**src/rtl/reg_writeback_unit_pkg.sv**
```systemverilog
// Shared types and sizes for the register write-back path.
// Decode and the register bank import this same package.
package reg_writeback_unit_pkg;

   localparam int DATA_W = 16;
   localparam int SEL_W  = 3;
   localparam int DEPTH  = 4;
   localparam int PTR_W  = $clog2(DEPTH);
   localparam int CNT_W  = $clog2(DEPTH + 1);

   typedef struct packed {
      logic [SEL_W-1:0]  sel;
      logic [DATA_W-1:0] data;
   } wb_entry_t;

endpackage

```
**src/rtl/reg_writeback_unit_if.sv**
```systemverilog
// Bus between the ALU/decode side (master) and the write-back unit (slave).
interface reg_writeback_unit_if;
   import reg_writeback_unit_pkg::*;

   logic              in_valid;
   logic              in_ready;
   logic [DATA_W-1:0] in_data;
   logic [SEL_W-1:0]  in_dest;
   logic              wr_hold;
   logic              wr_en;
   logic [SEL_W-1:0]  wr_sel;
   logic [DATA_W-1:0] wr_data;
   logic [SEL_W-1:0]  srcreg1_sel;
   logic [SEL_W-1:0]  srcreg2_sel;
   logic              fwd1_hit;
   logic              fwd2_hit;
   logic [DATA_W-1:0] fwd1_data;
   logic [DATA_W-1:0] fwd2_data;
   logic [CNT_W-1:0]  count;

   modport master (
      output in_valid, in_data, in_dest, wr_hold, srcreg1_sel, srcreg2_sel,
      input  in_ready, wr_en, wr_sel, wr_data, fwd1_hit, fwd2_hit,
             fwd1_data, fwd2_data, count
   );

   modport slave (
      input  in_valid, in_data, in_dest, wr_hold, srcreg1_sel, srcreg2_sel,
      output in_ready, wr_en, wr_sel, wr_data, fwd1_hit, fwd2_hit,
             fwd1_data, fwd2_data, count
   );

endinterface

```
**src/rtl/reg_writeback_unit_wb_fifo.sv**
```systemverilog
// Pending-write FIFO. Besides the head it exposes every slot in age order
// (index 0 = oldest) so the forwarding search needs no pointer arithmetic.
module wb_fifo
   import reg_writeback_unit_pkg::*;
(
   input  logic             clk,
   input  logic             rst_n,
   input  logic             push,
   input  logic             pop,
   input  wb_entry_t        push_entry,
   output wb_entry_t        head,
   output logic [CNT_W-1:0] count,
   output logic             full,
   output wb_entry_t        entries [DEPTH],
   output logic [DEPTH-1:0] entry_valid
);

   localparam logic [CNT_W-1:0] FULL_COUNT = CNT_W'(DEPTH);

   wb_entry_t        mem [DEPTH];
   logic [PTR_W-1:0] wr_ptr;
   logic [PTR_W-1:0] rd_ptr;
   logic             push_ok;
   logic             pop_ok;

   // Push and pop are gated here, so count can never pass DEPTH or wrap below 0.
   assign full    = (count == FULL_COUNT);
   assign push_ok = push && !full;
   assign pop_ok  = pop && (count != '0);
   assign head    = mem[rd_ptr];

   always_ff @(posedge clk or negedge rst_n) begin
      if (!rst_n) begin
         wr_ptr <= '0;
         rd_ptr <= '0;
         count  <= '0;
         for (int i = 0; i < DEPTH; i++) begin
            mem[i] <= '0;
         end
      end else begin
         if (push_ok) begin
            mem[wr_ptr] <= push_entry;
            wr_ptr      <= wr_ptr + 1'b1;
         end
         if (pop_ok) begin
            rd_ptr <= rd_ptr + 1'b1;
         end
         case ({push_ok, pop_ok})
            2'b10:   count <= count + 1'b1;
            2'b01:   count <= count - 1'b1;
            default: count <= count;
         endcase
      end
   end

   always_comb begin
      for (int k = 0; k < DEPTH; k++) begin
         entries[k]     = mem[rd_ptr + PTR_W'(k)];
         entry_valid[k] = (CNT_W'(k) < count);
      end
   end

endmodule

```
**src/rtl/reg_writeback_unit.sv**
```systemverilog
// Write-back unit: queues tagged ALU results, commits one per cycle to the
// bank write port and forwards the youngest pending value per source select.
module reg_writeback_unit
   import reg_writeback_unit_pkg::*;
(
   input  logic                 clk,
   input  logic                 rst_n,
   reg_writeback_unit_if.slave  bus
);

   wb_entry_t         push_entry;
   wb_entry_t         head;
   wb_entry_t         entries [DEPTH];
   logic [DEPTH-1:0]  entry_valid;
   logic [CNT_W-1:0]  fifo_count;
   logic              fifo_full;
   logic              pop_fire;

   logic              out_en;
   logic [SEL_W-1:0]  out_sel;
   logic [DATA_W-1:0] out_data;

   logic              hit1;
   logic              hit2;
   logic [DATA_W-1:0] data1;
   logic [DATA_W-1:0] data2;

   assign push_entry = '{sel: bus.in_dest, data: bus.in_data};
   assign pop_fire   = !bus.wr_hold && (fifo_count != '0);

   wb_fifo u_fifo (
      .clk         (clk),
      .rst_n       (rst_n),
      .push        (bus.in_valid),
      .pop         (pop_fire),
      .push_entry  (push_entry),
      .head        (head),
      .count       (fifo_count),
      .full        (fifo_full),
      .entries     (entries),
      .entry_valid (entry_valid)
   );

   // Output stage: sel/data keep their last committed values while idle.
   always_ff @(posedge clk or negedge rst_n) begin
      if (!rst_n) begin
         out_en   <= 1'b0;
         out_sel  <= '0;
         out_data <= '0;
      end else if (pop_fire) begin
         out_en   <= 1'b1;
         out_sel  <= head.sel;
         out_data <= head.data;
      end else begin
         out_en   <= 1'b0;
      end
   end

   // Oldest candidate first so that each younger match overrides the previous one.
   always_comb begin
      hit1  = 1'b0;
      hit2  = 1'b0;
      data1 = '0;
      data2 = '0;
      if (out_en && (out_sel == bus.srcreg1_sel)) begin
         hit1  = 1'b1;
         data1 = out_data;
      end
      if (out_en && (out_sel == bus.srcreg2_sel)) begin
         hit2  = 1'b1;
         data2 = out_data;
      end
      for (int k = 0; k < DEPTH; k++) begin
         if (entry_valid[k] && (entries[k].sel == bus.srcreg1_sel)) begin
            hit1  = 1'b1;
            data1 = entries[k].data;
         end
         if (entry_valid[k] && (entries[k].sel == bus.srcreg2_sel)) begin
            hit2  = 1'b1;
            data2 = entries[k].data;
         end
      end
   end

   assign bus.in_ready  = !fifo_full;
   assign bus.count     = fifo_count;
   assign bus.wr_en     = out_en;
   assign bus.wr_sel    = out_sel;
   assign bus.wr_data   = out_data;
   assign bus.fwd1_hit  = hit1;
   assign bus.fwd2_hit  = hit2;
   assign bus.fwd1_data = data1;
   assign bus.fwd2_data = data2;

endmodule

```
**src/flat_wrapper.sv**
```systemverilog
// flat-port wrapper written by rule: the top's interface ports become plain ports
module reg_writeback_unit_flat import reg_writeback_unit_pkg::*;
  (clk, rst_n, bus_in_valid, bus_in_data, bus_in_dest, bus_wr_hold, bus_srcreg1_sel, bus_srcreg2_sel, bus_in_ready, bus_wr_en, bus_wr_sel, bus_wr_data, bus_fwd1_hit, bus_fwd2_hit, bus_fwd1_data, bus_fwd2_data, bus_count);
  reg_writeback_unit_if bus_i ();
  input  logic clk;
  input  logic rst_n;
  input wire logic [$bits(bus_i.in_valid)-1:0] bus_in_valid;
  input wire logic [$bits(bus_i.in_data)-1:0] bus_in_data;
  input wire logic [$bits(bus_i.in_dest)-1:0] bus_in_dest;
  input wire logic [$bits(bus_i.wr_hold)-1:0] bus_wr_hold;
  input wire logic [$bits(bus_i.srcreg1_sel)-1:0] bus_srcreg1_sel;
  input wire logic [$bits(bus_i.srcreg2_sel)-1:0] bus_srcreg2_sel;
  output wire logic [$bits(bus_i.in_ready)-1:0] bus_in_ready;
  output wire logic [$bits(bus_i.wr_en)-1:0] bus_wr_en;
  output wire logic [$bits(bus_i.wr_sel)-1:0] bus_wr_sel;
  output wire logic [$bits(bus_i.wr_data)-1:0] bus_wr_data;
  output wire logic [$bits(bus_i.fwd1_hit)-1:0] bus_fwd1_hit;
  output wire logic [$bits(bus_i.fwd2_hit)-1:0] bus_fwd2_hit;
  output wire logic [$bits(bus_i.fwd1_data)-1:0] bus_fwd1_data;
  output wire logic [$bits(bus_i.fwd2_data)-1:0] bus_fwd2_data;
  output wire logic [$bits(bus_i.count)-1:0] bus_count;
  assign bus_i.in_valid = bus_in_valid;
  assign bus_i.in_data = bus_in_data;
  assign bus_i.in_dest = bus_in_dest;
  assign bus_i.wr_hold = bus_wr_hold;
  assign bus_i.srcreg1_sel = bus_srcreg1_sel;
  assign bus_i.srcreg2_sel = bus_srcreg2_sel;
  assign bus_in_ready = bus_i.in_ready;
  assign bus_wr_en = bus_i.wr_en;
  assign bus_wr_sel = bus_i.wr_sel;
  assign bus_wr_data = bus_i.wr_data;
  assign bus_fwd1_hit = bus_i.fwd1_hit;
  assign bus_fwd2_hit = bus_i.fwd2_hit;
  assign bus_fwd1_data = bus_i.fwd1_data;
  assign bus_fwd2_data = bus_i.fwd2_data;
  assign bus_count = bus_i.count;
  reg_writeback_unit u_core (.clk(clk), .rst_n(rst_n), .bus(bus_i));
endmodule
```
**config.mk**
```make
export PLATFORM = sky130hd
export DESIGN_NAME = reg_writeback_unit_flat
export DESIGN_NICKNAME = d
export VERILOG_FILES = /design/src/rtl/reg_writeback_unit_pkg.sv /design/src/rtl/reg_writeback_unit_if.sv /design/src/rtl/reg_writeback_unit_wb_fifo.sv /design/src/rtl/reg_writeback_unit.sv /design/src/flat_wrapper.sv
export SDC_FILE = /design/constraint.sdc
export NUM_CORES = 1
export LEC_CHECK = 0
export CAP_MARGIN = 10
export CELL_PAD_IN_SITES_DETAIL_PLACEMENT = 0
export CELL_PAD_IN_SITES_GLOBAL_PLACEMENT = 1
export CORE_MARGIN = 1
export CORE_UTILIZATION = 45
export DETAILED_ROUTE_END_ITERATION = 16
export PLACE_DENSITY = 0.8
export REMOVE_ABC_BUFFERS = 1
export SLEW_MARGIN = 20
export SYNTH_ARGS = -nofsm -noshare
export SYNTH_HDL_FRONTEND = slang
export SYNTH_HIERARCHICAL = 1
export SYNTH_SLANG_ARGS = --single-unit
```
**constraint.sdc**
```tcl
create_clock -name clk -period 4.8 [get_ports clk]
set_clock_uncertainty 0.15 [all_clocks]
set_input_delay 1.2 -clock clk [delete_from_list [all_inputs] [get_ports clk]]
set_output_delay 1.2 -clock clk [all_outputs]
set_load 0.01 [all_outputs]
```
# Word level (Yosys, flattened, before mapping)
# Index checks and enable logic that the tools add are counted.
word_totals:
  ff_bits: 103
  input_bits: 29
  out_inout_bits: 58
op_classes:
  n_addsub: 6
  magnitude_cmp: 10
  eq_ne: 13
  muxes: 37
  bitwise: 5
  n_reduce_logical: 18
op_table:
  columns: ["cell", "count"]
  rows:
  - ["$mux W19", 9]
  - ["$mux W16", 10]
  - ["$bmux W19 S2", 4]
  - ["$bwmux W76", 1]
  - ["$demux W19 S2", 1]
  - ["$eq A3 B3 Y1", 10]
  - ["$ge A3 B3 Y1 const B", 5]
  - ["$not A2 Y3", 5]
  - ["$logic_and A1 B1 Y1", 14]
  - ["$mux W1", 11]
  - ["$lt A1 B3 Y1 const A", 2]
  - ["$lt A2 B3 Y1 const A", 2]
  - ["$pmux W3 S2", 1]
  - ["$add A2 B1 Y2 const B", 2]
  - ["$add A2 B2 Y2 const B", 2]
  - ["$add A3 B1 Y3 const B", 1]
  - ["$eq A3 B3 Y1 const B", 1]
  - ["$lt A3 B1 Y1 const B", 1]
  - ["$reduce_bool A3 Y1", 1]
  - ["$sub A3 B1 Y3 const B", 1]
  - ["$eq A2 B1 Y1 const B", 1]
  - ["$eq A2 B2 Y1 const B", 1]
  - ["$logic_not A1 Y1", 2]
  - ["$reduce_bool A2 Y1", 1]

# Depth between registers and ports, before layout
# Gate-level depths: netlist of the first run.
logic_depth:
  depth_word: 10
  depth_mapped: 11

# Hierarchy
# Netlist of the first run, hierarchy kept.
by_module_without_submodules:
  columns: ["module", "instances", "cells_each", "area_per_inst_um2"]
  rows:
  - ["wb_fifo", 1, 317, 5251.3]
  - ["reg_writeback_unit", 1, 318, 2361.0]

# Worst setup path after synthesis of the first run
# OpenSTA, ideal clock, no wires.
synth_path:
  path_kind: "reg2out"
  startpoint: "register u_core.u_fifo.rd_ptr[1]"
  endpoint: "output port bus_fwd1_data[14]"
  t_arrival_ns: 2.719
  path_slack_ns: 0.731
  path_stages_with_launch: 11
  path_cell_list: "dfrtp_1 -> clkbuf_1 -> buf_2 -> mux4_2 -> xnor2_1 -> and4_1 -> buf_6 -> nor2b_1 -> clkbuf_1 -> nor2b_1 -> o41ai_1"
synth_rtl:
  columns: ["item", "line", "rtl"]
  rows:
  - ["from (decl)", "reg_writeback_unit_wb_fifo.sv:22", "logic [PTR_W-1:0] rd_ptr;"]
  - ["from (signal assigned)", "reg_writeback_unit_wb_fifo.sv:46", "rd_ptr <= rd_ptr + 1'b1;"]
  - ["to (decl)", "flat_wrapper.sv:19", "output wire logic [$bits(bus_i.fwd1_data)-1:0] bus_fwd1_data;"]

==> flow_summary.ini, run 1 <==
[status]
status = completed

[worst_setup_path]
cp.depth = 8
cp_cell_sequence = buf_4, mux4_2, xnor2_1, and4_1, buf_4, or3_1, a31oi_1, clkdlybuf4s50_1
path_class = register to output port
cp_slowest_cell = clkdlybuf4s50_1
crit_path_max_fanout = 15
start_kind = register
startpoint = u_core/u_fifo/rd_ptr[1]$_DFFE_PN0P_
arrival_ns = 3.37
worstPathRequired_ns = 3.45
reg2regPathDepth = 3
cpLargestDelayFamily = buffers and inverters
slowest_delay_ns = 0.57
critPathBufInv = 3
cp-end-kind = output port
reg2reg_to = u_core/bus.wr_data[1]$_DFFE_PN0P_
rrSetupSlack_ns = 2.43
crit_top_cell = buf_4
r2r-start = u_core/u_fifo/rd_ptr[0]$_DFFE_PN0P_

[grt]
grt_pass1_wl_um = 34600
grt_use_total = 0.262
grt_start_max_net_pins = 54
grt_pass1_vias = 6262
antenna_found_initial = 0
overflow = 0

[place]
dpl_worst_slack_ns = -0.374
io_buffers = 86
gp_congestion = 0.856
hpwl_um = 14900

[detailed_routing]
drt_iter0_markers = 481
wire_per_inst_um = 22.8
vias_per_cell = 6.37
route.detailed.drc = 0
antenna_left = 0
wirelength_um = 21700
vias = 6075
drtPass1Iterations = 5

[clock_tree]
root_buffer = clkbuf_16
cts_sinks = 103
cts_tree = yes
clkTransAtPathRegs_ns = 0.08
ctsHoldBuffers = 0
clock_latency_ns = 0.37
clockBufferDepth = 2
cts_made_buffers = 9
h-tree-depth = 3

[floorplanning]
die-area_um2 = 17400
start_util = 0.461
fp.dieW_um = 132
fp.dieH_um = 132
rows = 47
io_pins = 87
core_um2 = 16500

[timing]
tightest_slew_ns = 0.782
slew_violations = 0
hold_violations = 0
fin_crit_ns = 4.72
tns_ns = 0
max_freq_ghz = 0.212
relSlewSlack = 0.479
finalSetupViolCount = 0
fin_crit_sh = 0.983
fin_ws_ns = 0.0813

[worst_hold_path]
hold_start = u_core/u_fifo/mem[48]$_DFFE_PN0P_
hold_class = register to register
min_delay_worst_endpoint = u_core/u_fifo/mem[48]$_DFFE_PN0P_
holdPathStages = 1

[yosys]
syn_area_um2 = 7610
synth_top_family_by_area = multiplexers
synthArstFlopShare = 1.00
ys_types = 37
yosysSeqAreaShare = 0.339
synth_xor_area_frac = 0.0414
yosys.area_share.adder = 0.0148
synthMuxAreaShare = 0.372
synth-seq-cells = 103
synthesis.instances = 635
ys.flop_type = dfrtp_1
ys_warn_count = 6
synth_compound_area_frac = 0.0842
postSynthAreaPerCell_um2 = 12.0
synth-edff-count = 0
synth_simple_gate_area_frac = 0.0871

[cells_and_area]
nNetsFinal = 766
final_common_cell = dfrtp_1
utilization = 0.562
area_growth_pct = 21.9
n_antenna_cell = 0
drive_gt1_frac = 0.402
most-common-layout-cells = dfrtp_1 (101), mux2_2 (95), mux4_2 (76), buf_4 (62), clkdlybuf4s50_1 (58)

[job]
drv_cap = 0
layout make-up:
type / instances / area [um2]
multi-input combinational: 451 / 4680
inverter: 8 / 30.0
tap: 220 / 275
sequential: 103 / 2580
clock inverter: 6 / 52.6
clock buffer: 10 / 239
fill: 1384 / 7240
timing repair buffer: 155 / 1420
sequential cells by signal, indices dropped and copies added (netlist names):
name	cells
u_core/u_fifo/mem	76
u_core/bus.wr_data	16
u_core/bus.wr_sel	3
u_core/u_fifo/count	3
u_core/u_fifo/rd_ptr	2
u_core/u_fifo/wr_ptr	2
u_core/bus.wr_en	1
kinds of logic after synthesis:
kind of cell             count (synthesis)
AO/OA/AOI/OAI                          102
AND/OR/NAND/NOR                        128
multiplexers                           176
adder cells (fa/ha/maj)                  9
flip-flops                             103
XOR/XNOR                                36
buffers and inverters                   81
synthesized netlist by cell type (2+ instances only):
master    number  area [um2]
or4_1          3        22.5
xnor2_1       35         307
o22ai_1       18         113
nor2_1        41         154
o21ai_0        8        40.0
nor2b_1        3        18.8
mux4_2        76        1710
nand3b_1       2        15.0
inv_1          8        30.0
o221ai_1       4        35.0
or3_1         22         138
a21oi_1       37         185
a211o_1        3        26.3
buf_4         23         173
a31oi_1       18         113
nand2_4        4        45.0
mux2i_1        5        50.1
buf_2         29         145
dfrtp_1      103        2580
clkbuf_1      15        56.3
ha_1           9         113
nand4_1        5        31.3
buf_6          6        67.6
nand2_1       34         128
a221oi_1       9        78.8
and4_1        10        87.6
mux2_2        95        1070
layer usage:
layer  vias to the layer above  global-route usage  routed length [um]
li1                       2613                   -                   -
met1                      3104               0.347                8940
met2                       307               0.423               10600
met3                        51              0.0400                1520
met4                         0               0.124                 671
met5                         -                   0                   0
how the worst max path moves through the flow:
| stage | endpoint | slack (ns) |
|---|---|---|
| after floorplan | bus_fwd2_data[11] | -1.23 |
| after global placement | bus_fwd1_data[1] | -0.36 |
| after detailed placement | bus_fwd2_data[11] | -0.37 |
| after CTS | bus_fwd2_data[4] | -0.01 |
| after global routing | bus_fwd2_data[12] | -0.005 |
| final | bus_fwd2_data[12] | 0.08 |
per-stage QoR:
| stage | std cells | area [um2] | hold WS, ns |
|---|---|---|---|
| after CTS | 948 | 9190 | 0.430 |
| after detailed placement | 925 | 8790 | 0.412 |
| after global routing | 953 | 9280 | 0.444 |
| after floorplan | 562 | 7170 | 0.376 |
| final | 953 | 9280 | 0.429 |
| after global placement | 925 | 8790 | 0.394 |
timing repair:
item	in CTS	in global routing
hold endpoints to repair	0	0
cloned	0	0
buffers inserted	7	5
gates resized for setup	40	38
pin swaps	1	5
setup endpoints to repair	33	33
Power of run 1 is not shown: default switching activity piles up to over one toggle a cycle in this logic, so the estimate is an artifact.
==> inputs of run 2 (changes only) <==
Settings changed: CORE_MARGIN 1 to 5, SLEW_MARGIN 20 to 40.
==> run 2 against run 1 <==
Net effect: non-clock buffer count fell by 9; final cell count is 0.94% lower; register-to-register slack got worse by 0.02 ns; via count decreased by 0.74%; first-iteration DRC count is 14% higher; utilization is 0.64 points lower; clock-buffer cell count increased by 2; hold slack got worse by 0.0033 ns; flip-flop and latch count is the same; global-route usage fell by 3.6 points; critical endpoint is now bus_fwd2_data[11].
==> flow_summary.ini, run 2 (synthesis gave the netlist of run 1 again) <==
[detailed_routing]
antenna_left = 0
wirelength_um = 21700
drtPass1Iterations = 4
vias_per_cell = 6.39
wire_per_inst_um = 23.0
route.detailed.drc = 0
drt_iter0_markers = 547
vias = 6030

[cells_and_area]
drive_gt1_frac = 0.381
area_growth_pct = 21.0
regArea_um2 = 2580
multi_input_area_um2 = 4650
regMostFlops = u_core/u_fifo/mem
n_antenna_cell = 0
final_common_cell = dfrtp_1
nNetsFinal = 757
most-common-layout-cells = dfrtp_1 (101), mux2_2 (95), mux4_2 (76), clkdlybuf4s50_1 (55), buf_4 (54)
largest_register_ffs = 76
final_cells = 944
nFillCells = 1417

[timing]
tightest_slew_ns = 0.720
fin_crit_sh = 0.978
relSlewSlack = 0.520
finalSetupViolCount = 0
fin_crit_ns = 4.69
max_freq_ghz = 0.213
hold_violations = 0
slew_violations = 0

[worst_setup_path]
reg2regPathDepth = 9
arrival_ns = 3.34
crit_path_max_fanout = 5
r2r-start = u_core/u_fifo/count[2]$_DFFE_PN0P_
reg2reg_to = u_core/u_fifo/count[2]$_DFFE_PN0P_
start_kind = input port
cp_slowest_cell = clkdlybuf4s50_1
cp-end-kind = output port
rrSetupSlack_ns = 2.41
worstPathRequired_ns = 3.45
slowest_delay_ns = 0.58
path_class = input port to output port
cp_cell_sequence = clkdlybuf4s15_2, buf_4, xnor2_1, and4_1, or4_4, o221ai_2, clkdlybuf4s50_1

[clock_tree]
cts_sinks = 103
clock_latency_ns = 0.36
clockBufferDepth = 2
root_buffer = clkbuf_16
cts_tree = yes
clkTransAtPathRegs_ns = 0.07
h-tree-depth = 3
cts_made_buffers = 9
ctsHoldBuffers = 0

[grt]
grt_start_max_net_pins = 79
grt_use_total = 0.225
antenna_found_initial = 0
grt_pass1_vias = 6219
overflow = 0
grt_pass1_wl_um = 34900

[status]
status = completed

[floorplanning]
rows = 47
core_um2 = 16600
fp.dieH_um = 140
io_pins = 87
start_util = 0.459
fp.dieW_um = 140
die-area_um2 = 19600

[worst_hold_path]
hold_class = register to register
min_delay_worst_endpoint = u_core/u_fifo/mem[70]$_DFFE_PN0P_
hold_start = u_core/u_fifo/mem[70]$_DFFE_PN0P_
holdPathStages = 1

[place]
gp_congestion = 0.868
place_inst = 922
hpwl_um = 15300
io_buffers = 86

[job]
drv_cap = 0
-- run 2: cell types whose count changed in the layout (fill, tap and decap cells not counted), sizes merged --
cell / before / now
buf: 70 / 61
clkbuf: 18 / 12
clkdlybuf4s15: 5 / 8
clkdlybuf4s50: 58 / 55
clkinv: 3 / 4
dlygate4sd2: 6 / 13
dlymetal6s2s: 8 / 9
inv: 11 / 8
-- run 2: routing by layer --
metal	up-vias	share of wire	track usage
met2	275	0.50	0.371
met4	0	0.035	0.0964
met3	62	0.066	0.0436
met5	-	0	0
li1	2589	-	-
met1	3104	0.40	0.292
-- run 2: worst max-delay path: cells and delay by family --
family                    cells  cell delay [ns]
buffers and inverters         3             1.01
xor gates and xnor gates      1             0.12
and+or+nand+nor               2             0.77
AOI/OAI and AO/OA             1             0.23
-- run 2: metrics by stage --
| stage | cell area, um2 | setup TNS, ns | setup slack [ns] | hold slack [ns] | utilization |
|---|---|---|---|---|---|
| 2_1_floorplan | 7170 | -35.40 | -1.23 | 0.376 | - |
| 3_3_place_gp | 8770 | -11.11 | -0.485 | 0.386 | 0.529 |
| 3_5_place_dp | 8780 | -9.75 | -0.390 | 0.409 | 0.529 |
| 4_1_cts | 9130 | -0.00240 | -0.00240 | 0.425 | 0.550 |
| 5_1_grt | 9210 | -0.0140 | -0.0103 | 0.452 | 0.555 |
| 6_report | 9210 | 0 | 0.106 | 0.426 | 0.555 |
-- run 2: worst max path at each step --
| stage | from | to | slack [ns] | depth (start not counted) |
|---|---|---|---|---|
| floorplan | u_core/u_fifo/rd_ptr[1]$_DFFE_PN0P_ | bus_fwd2_data[11] | -1.23 | 6 |
| global placement | bus_srcreg2_sel[2] | bus_fwd2_data[8] | -0.49 | 7 |
| detailed placement | bus_srcreg1_sel[0] | bus_fwd1_data[4] | -0.39 | 9 |
| CTS | bus_srcreg2_sel[2] | bus_fwd2_data[4] | -0.002 | 8 |
| global route | u_core/u_fifo/rd_ptr[1]$_DFFE_PN0P_ | bus_fwd2_data[11] | -0.01 | 8 |
| finish | bus_srcreg2_sel[2] | bus_fwd2_data[11] | 0.11 | 7 |
-- run 2: timing repair --
item / in CTS / in global routing
gates resized for setup: 48 / 15
pin swaps: 3 / 1
buffers inserted: 2 / 4
setup endpoints to repair: 34 / 29
-- run 2: cell type report --
type | count | area share
Clock buffer | 12 | 0.0279
Tap cell | 220 | 0.0299
Timing Repair Buffer | 146 | 0.151
Inverter | 8 | 0.00326
Multi-Input combinational cell | 451 | 0.505
Clock inverter | 4 | 0.00217
Sequential cell | 103 | 0.281
Power of run 2 is left out for the same reason.
